### config.mk
export PLATFORM = sky130hd
export DESIGN_NAME = jamma_joy_mux_flat
export DESIGN_NICKNAME = d
export VERILOG_FILES = /design/src/rtl/jamma_joy_mux_if.sv /design/src/rtl/jamma_joy_mux.sv /design/src/flat_wrapper.sv
export SDC_FILE = /design/constraint.sdc
export NUM_CORES = 1
export LEC_CHECK = 0
export BUFFER_PORTS_ARGS = -buffer_cell sky130_fd_sc_hd__buf_4
export CORE_MARGIN = 2
export CORE_UTILIZATION = 55
export CTS_BUF_LIST = sky130_fd_sc_hd__clkbuf_2
export DETAILED_ROUTE_END_ITERATION = 8
export PLACE_DENSITY = 0.77
export SLEW_MARGIN = 0
export SYNTH_ARGS = -nofsm -noshare
export SYNTH_HDL_FRONTEND = slang
export SYNTH_SLANG_ARGS = --single-unit
### constraint.sdc
create_clock -name clk -period 3.9 [get_ports clk]
set_input_delay 0.78 -clock clk [delete_from_list [all_inputs] [get_ports clk]]
set_output_delay 0.78 -clock clk [all_outputs]
set_load 0.01 [all_outputs]
### src/rtl/jamma_joy_mux_if.sv
// Board-side bundle for the JAMMA joystick/coin mux.
// master = harness/board side, slave = the mux itself.
interface jamma_joy_mux_if;
   logic [7:0] jjoy;
   logic [5:0] local_joy;
   logic [1:0] jcoin_n;
   logic       jselect;
   logic [7:0] joy1;
   logic [7:0] joy2;
   logic [1:0] coin_n;
   logic       scan_done;

   modport master (
      output jjoy,
      output local_joy,
      output jcoin_n,
      input  jselect,
      input  joy1,
      input  joy2,
      input  coin_n,
      input  scan_done
   );

   modport slave (
      input  jjoy,
      input  local_joy,
      input  jcoin_n,
      output jselect,
      output joy1,
      output joy2,
      output coin_n,
      output scan_done
   );
endinterface

### src/rtl/jamma_joy_mux.sv
// Time-multiplexed JAMMA joystick sampler with coin pulse stretcher.
// Define JAMMA_JOY_DEBOUNCE_EN to enable per-player sample debouncing.
module jamma_joy_mux #(
   parameter int PHASE_CYCLES  = 128,
   parameter int SETTLE_CYCLES = 16,
   parameter int DEBOUNCE_CNT  = 4,
   parameter int COIN_HOLD     = 4096
) (
   input logic            clk,
   input logic            reset,
   jamma_joy_mux_if.slave bus
);

   localparam int PW = (PHASE_CYCLES > 1) ? $clog2(PHASE_CYCLES) : 1;
   localparam int CW = (COIN_HOLD > 1) ? $clog2(COIN_HOLD) : 1;

   localparam logic [PW-1:0] PH_LAST = PW'(PHASE_CYCLES - 1);
   localparam logic [PW-1:0] PH_SMP  = PW'(SETTLE_CYCLES - 1);
   localparam logic [CW-1:0] HOLD_LD = CW'(COIN_HOLD - 1);

   if (SETTLE_CYCLES < 1 || SETTLE_CYCLES >= PHASE_CYCLES) begin : g_bad_settle
      $error("SETTLE_CYCLES must be 1..PHASE_CYCLES-1");
   end
   if (DEBOUNCE_CNT < 1 || DEBOUNCE_CNT > 15) begin : g_bad_deb
      $error("DEBOUNCE_CNT must be 1..15");
   end
   if (COIN_HOLD < 1) begin : g_bad_hold
      $error("COIN_HOLD must be at least 1");
   end

   logic [PW-1:0] phase;
   logic          sel;
   logic          scan;
   logic          take;
   logic [7:0]    smp;
   logic [1:0]    hit;
   logic [7:0]    joy [2];

   assign take = (phase == PH_SMP);
   assign smp  = sel ? bus.jjoy : (bus.jjoy & {2'b11, bus.local_joy});
   assign hit  = {take & sel, take & ~sel};

   always_ff @(posedge clk) begin
      if (reset) begin
         phase <= '0;
         sel   <= 1'b0;
         scan  <= 1'b0;
      end else begin
         scan <= hit[1];
         if (phase == PH_LAST) begin
            phase <= '0;
            sel   <= ~sel;
         end else begin
            phase <= phase + PW'(1);
         end
      end
   end

`ifdef JAMMA_JOY_DEBOUNCE_EN
   localparam logic [3:0] DEB = 4'(DEBOUNCE_CNT);

   logic [7:0] cand    [2];
   logic [7:0] cand_nx [2];
   logic [3:0] mcnt    [2];
   logic [3:0] mcnt_nx [2];

   always_comb begin
      for (int p = 0; p < 2; p++) begin
         cand_nx[p] = cand[p];
         mcnt_nx[p] = mcnt[p];
         if (hit[p]) begin
            if (smp != cand[p]) begin
               cand_nx[p] = smp;
               mcnt_nx[p] = 4'd1;
            end else if (mcnt[p] != DEB) begin
               mcnt_nx[p] = mcnt[p] + 4'd1;
            end
         end
      end
   end

   // output follows the candidate on the same edge the run completes
   always_ff @(posedge clk) begin
      for (int p = 0; p < 2; p++) begin
         if (reset) begin
            cand[p] <= 8'hFF;
            mcnt[p] <= 4'd0;
            joy[p]  <= 8'hFF;
         end else begin
            cand[p] <= cand_nx[p];
            mcnt[p] <= mcnt_nx[p];
            if (hit[p] && mcnt_nx[p] == DEB) begin
               joy[p] <= cand_nx[p];
            end
         end
      end
   end
`else
   always_ff @(posedge clk) begin
      for (int p = 0; p < 2; p++) begin
         if (reset) begin
            joy[p] <= 8'hFF;
         end else if (hit[p]) begin
            joy[p] <= smp;
         end
      end
   end
`endif

   typedef enum logic [1:0] {
      IDLE     = 2'd0,
      HOLD     = 2'd1,
      WAIT_REL = 2'd2
   } coin_st_t;

   coin_st_t      cst     [2];
   coin_st_t      cst_nx  [2];
   logic [CW-1:0] ccnt    [2];
   logic [CW-1:0] ccnt_nx [2];
   logic [1:0]    s1;
   logic [1:0]    s2;
   logic [1:0]    s_prev;
   logic [1:0]    fall;
   logic [1:0]    coin_q;
   logic [1:0]    coin_nx;

   assign fall = s_prev & ~s2;

   always_ff @(posedge clk) begin
      if (reset) begin
         s1     <= 2'b11;
         s2     <= 2'b11;
         s_prev <= 2'b11;
      end else begin
         s1     <= bus.jcoin_n;
         s2     <= s1;
         s_prev <= s2;
      end
   end

   always_comb begin
      for (int b = 0; b < 2; b++) begin
         cst_nx[b]  = cst[b];
         ccnt_nx[b] = ccnt[b];
         unique case (cst[b])
            IDLE: begin
               if (fall[b]) begin
                  cst_nx[b]  = HOLD;
                  ccnt_nx[b] = HOLD_LD;
               end
            end
            HOLD: begin
               if (ccnt[b] == '0) begin
                  cst_nx[b] = WAIT_REL;
               end else begin
                  ccnt_nx[b] = ccnt[b] - CW'(1);
               end
            end
            WAIT_REL: begin
               if (s2[b]) begin
                  cst_nx[b] = IDLE;
               end
            end
            default: cst_nx[b] = IDLE;
         endcase
         coin_nx[b] = (cst_nx[b] != HOLD);
      end
   end

   // coin_n is registered off the next state so it never glitches
   always_ff @(posedge clk) begin
      for (int b = 0; b < 2; b++) begin
         if (reset) begin
            cst[b]  <= IDLE;
            ccnt[b] <= '0;
         end else begin
            cst[b]  <= cst_nx[b];
            ccnt[b] <= ccnt_nx[b];
         end
      end
      if (reset) begin
         coin_q <= 2'b11;
      end else begin
         coin_q <= coin_nx;
      end
   end

   assign bus.jselect   = sel;
   assign bus.joy1      = joy[0];
   assign bus.joy2      = joy[1];
   assign bus.coin_n    = coin_q;
   assign bus.scan_done = scan;

endmodule

### src/flat_wrapper.sv
// flat-port wrapper written by rule: the top's interface ports become plain ports
module jamma_joy_mux_flat 
#(
   parameter int PHASE_CYCLES  = 128,
   parameter int SETTLE_CYCLES = 16,
   parameter int DEBOUNCE_CNT  = 4,
   parameter int COIN_HOLD     = 4096
)
  (clk, reset, bus_jjoy, bus_local_joy, bus_jcoin_n, bus_jselect, bus_joy1, bus_joy2, bus_coin_n, bus_scan_done);
  jamma_joy_mux_if bus_i ();
  input logic clk;
  input logic reset;
  input wire logic [$bits(bus_i.jjoy)-1:0] bus_jjoy;
  input wire logic [$bits(bus_i.local_joy)-1:0] bus_local_joy;
  input wire logic [$bits(bus_i.jcoin_n)-1:0] bus_jcoin_n;
  output wire logic [$bits(bus_i.jselect)-1:0] bus_jselect;
  output wire logic [$bits(bus_i.joy1)-1:0] bus_joy1;
  output wire logic [$bits(bus_i.joy2)-1:0] bus_joy2;
  output wire logic [$bits(bus_i.coin_n)-1:0] bus_coin_n;
  output wire logic [$bits(bus_i.scan_done)-1:0] bus_scan_done;
  assign bus_i.jjoy = bus_jjoy;
  assign bus_i.local_joy = bus_local_joy;
  assign bus_i.jcoin_n = bus_jcoin_n;
  assign bus_jselect = bus_i.jselect;
  assign bus_joy1 = bus_i.joy1;
  assign bus_joy2 = bus_i.joy2;
  assign bus_coin_n = bus_i.coin_n;
  assign bus_scan_done = bus_i.scan_done;
  jamma_joy_mux #(.PHASE_CYCLES(PHASE_CYCLES), .SETTLE_CYCLES(SETTLE_CYCLES), .DEBOUNCE_CNT(DEBOUNCE_CNT), .COIN_HOLD(COIN_HOLD)) u_core (.clk(clk), .reset(reset), .bus(bus_i));
endmodule
==> impl_metrics.py <==
metrics = {
    "worst_setup_path": {
        "slowest_stage": "o21ai_0",
        "worstPathCellList": "ha_1 -> and3_1 -> nand2_1 -> o21ai_0",
        "cp_max_fo": 8,
        "critPathKind": "flip-flop to flip-flop",
        "crit_path_end_kind": "flip-flop",
        "r2r_setup_slack_ns": 1.77,
        "required_ns": 4.00,
        "cp-start-kind": "flip-flop",
        "crit_arrival_ns": 2.23,
        "slowest_delay_ns": 0.83,
    },
    "drt": {
        "num_vias": 2257,
        "drt-total-wl_um": 5580,
        "wl_per_cell_um": 14.3,
        "ant_nets": 0,
        "drc": 0,
        "dr.first_iter.drc_count": 126,
        "dr.pass1.iters": 4,
        "vias_per_cell": 5.77,
    },
    "synth": {
        "async_flop_share_pct": 0,
        "yosys.area.top_type": "dfxtp_1",
        "synth_ff_type": "dfxtp_1",
        "synth.distinct_cells": 52,
        "synth_edf_count": 16,
        "synth_top_area_share_pct": 32.3,
        "synth-seq-area-share_pct": 49.6,
        "synth_common_cells": "dfxtp_1, nor2_1, o21ai_0",
        "yosysWarnings": 0,
        "syn-instance-count": 284,
        "synth_most_common_cell": "dfxtp_1",
        "syn_area_per_cell_um2": 9.81,
        "yosys_register_bits": 61,
        "syn_nets": 305,
        "synth_area_leaders": "dfxtp_1, edfxtp_1, or2_2",
        "synth_area_mm2": 0.00279,
    },
    "clock_network": {
        "root_buffer": "clkbuf_2",
        "ctsResizeCount": 0,
        "cts_tree": "yes",
        "cts_buffer_depth": 2,
        "htree_levels": 3,
        "clock-sinks": 61,
        "cts_made_buffers": 9,
        "clk_latency_ns": 0.46,
        "cts_hold_buf": 0,
        "clk_pin_slew_ns": 0.17,
        "cts_setup_buffers": 0,
    },
    "cells_and_area": {
        "regArea_mm2": 0.00138,
        "num-nets-final": 340,
        "fill_cells": 400,
        "drive_gt1_share_pct": 26.5,
        "syn_to_final_growth_pct": 15.0,
        "multi_input_area_mm2": 0.00129,
        "diodes": 0,
    },
    "floorplanning": {
        "num_rows": 25,
        "ios": 38,
        "start_util_pct": 57.8,
        "die_x_um": 75.2,
        "die-area_mm2": 0.00565,
        "die_y_um": 75.2,
        "core_mm2": 0.00482,
    },
    "placement": {
        "io_buffers": 37,
        "hpwl_um": 3890,
        "routabilityCongestion": 0.831,
    },
    "global_route": {
        "antenna_found_initial": 0,
        "gr-usage-all-layers_pct": 21.9,
        "grt_pass1_vias": 2109,
        "gr-total-overflow": 0,
        "grt_start_max_net_pins": 35,
        "grt_pass1_wl_um": 9380,
    },
    "timing": {
        "fin_setup_tns_ns": 0,
        "layout_worst_path_cycle_share_pct": 54.6,
        "rsz0062_at_grt": "false",
        "tightest_slew_ns": 1.05,
        "fin_skew_ns": 0.0154,
        "fin_crit_ns": 2.13,
        "max_slew_margin_pct": 29.3,
        "timing.fmax_ghz": 0.470,
        "drv_slew": 0,
        "finalHoldViolCount": 0,
        "final-setup-viol-count": 0,
    },
    "pwr": {
        "p_leak_nw": 1.12,
        "peakVddDrop_mv": 0.362,
        "totalPowerFinal_w": 0.00142,
        "power_density_mw_per_mm2": 445,
    },
    "job": {
        "max_cap_violations": 0,
    },
    "status": {
        "status": "finished clean",
    },
    "min_path": {
        "min_path_type": "flip-flop to flip-flop",
    },
}
[worst paths after layout]
| check | startpoint | endpoint | depth (start not counted) |
|---|---|---|---|
| min reg2reg | u_core.s1[1] | u_core.s2[1] | 1 |
| max reg2reg | u_core.phase[0] | u_core.joy[0][7] | 4 |
| min | u_core.s1[1] | u_core.s2[1] | 1 |
| max | u_core.phase[0] | u_core.joy[0][7] | 4 |
[layout by cell type (no fill, tap or decap), drive strengths merged, types with 3 or more instances in the layout]
cell | netlist | routed
inv | 16 | 16
or3 | 7 | 7
and3 | 5 | 5
a211oi | 4 | 4
or2 | 16 | 16
nand3 | 8 | 8
xnor2 | 4 | 4
dfxtp | 45 | 45
o311a | 3 | 3
nand2 | 10 | 10
nor2b | 3 | 3
a21oi | 9 | 9
a311oi | 3 | 3
nor4 | 5 | 5
nor2 | 24 | 24
nand2b | 6 | 6
o31ai | 7 | 7
o21ai | 17 | 17
o211ai | 4 | 4
clkinv | 0 | 5
nor3 | 8 | 8
ha | 3 | 3
nand4 | 4 | 4
clkbuf | 12 | 10
or4b | 3 | 3
buf | 1 | 37
edfxtp | 16 | 16
or4 | 9 | 9
a31oi | 11 | 11
[flip-flops by register name, indices dropped and copies added, names as in the netlist, 2 cells and up]
signal             count
u_core.ccnt           24
u_core.s1              2
u_core.joy            16
u_core.cst             4
u_core.s_prev          2
u_core.phase           7
u_core.bus.coin_n      2
u_core.s2              2
[power by group]
| group | total [W] | switching (W) | internal, W |
|---|---|---|---|
| Sequential | 0.000747 | 0.0000529 | 0.000694 |
| Clock | 0.000366 | 0.000222 | 0.000145 |
| Combinational | 0.000311 | 0.000173 | 0.000138 |
| Total | 0.00142 | 0.000447 | 0.000977 |
[per-stage QoR]
stage               std cells  instance area (um^2)  util (%)  hold slack, ns  setup WS (ns)
floorplan                 284                  2790         -           0.389           1.97
global placement          375                  3100      64.3           0.393           1.69
detailed placement        375                  3100      64.3           0.397           1.59
CTS                       391                  3200      66.5           0.432           1.75
global route              391                  3200      66.5           0.439           1.59
finish                    391                  3200      66.5           0.429           1.77
[cell type report]
type	count	area share (%)
Timing Repair Buffer	37	8.68
Tap cell	67	2.62
Clock buffer	10	1.56
Sequential cell	61	43.1
Clock inverter	6	1.68
Multi-Input combinational cell	194	40.4
Inverter	16	1.88
[layer usage]
metal  up-vias  GRT usage (%)  wire, um
met2        57           36.7      2770
met4         0           8.77        61
met1      1058           26.6      2460
met5         -              0         0
li1       1135              -         -
met3         7           6.29       287
[worst max-delay path: cells and delay by family (launching register included)]
kind,cells,cell delay [ns]
DFF,1,0.38
and+or+nand+nor,2,0.36
adders and majority gates,1,0.20
AOI/OAI and AO/OA,1,0.83
[cell families (layout without fill, tap and decap cells)]
logic type | Yosys count | in the layout | synth area share, %
and+or+nand+nor | 114 | 114 | 25.0
AOI/OAI and AO/OA | 70 | 70 | 17.9
DFF | 61 | 61 | 49.6
buffers and inverters | 29 | 69 | 3.91
xor gates and xnor gates | 6 | 6 | 1.89
adders and majority gates | 3 | 3 | 1.35
muxes | 1 | 1 | 0.359
No activity file was read; power rests on OpenSTA's default activity.
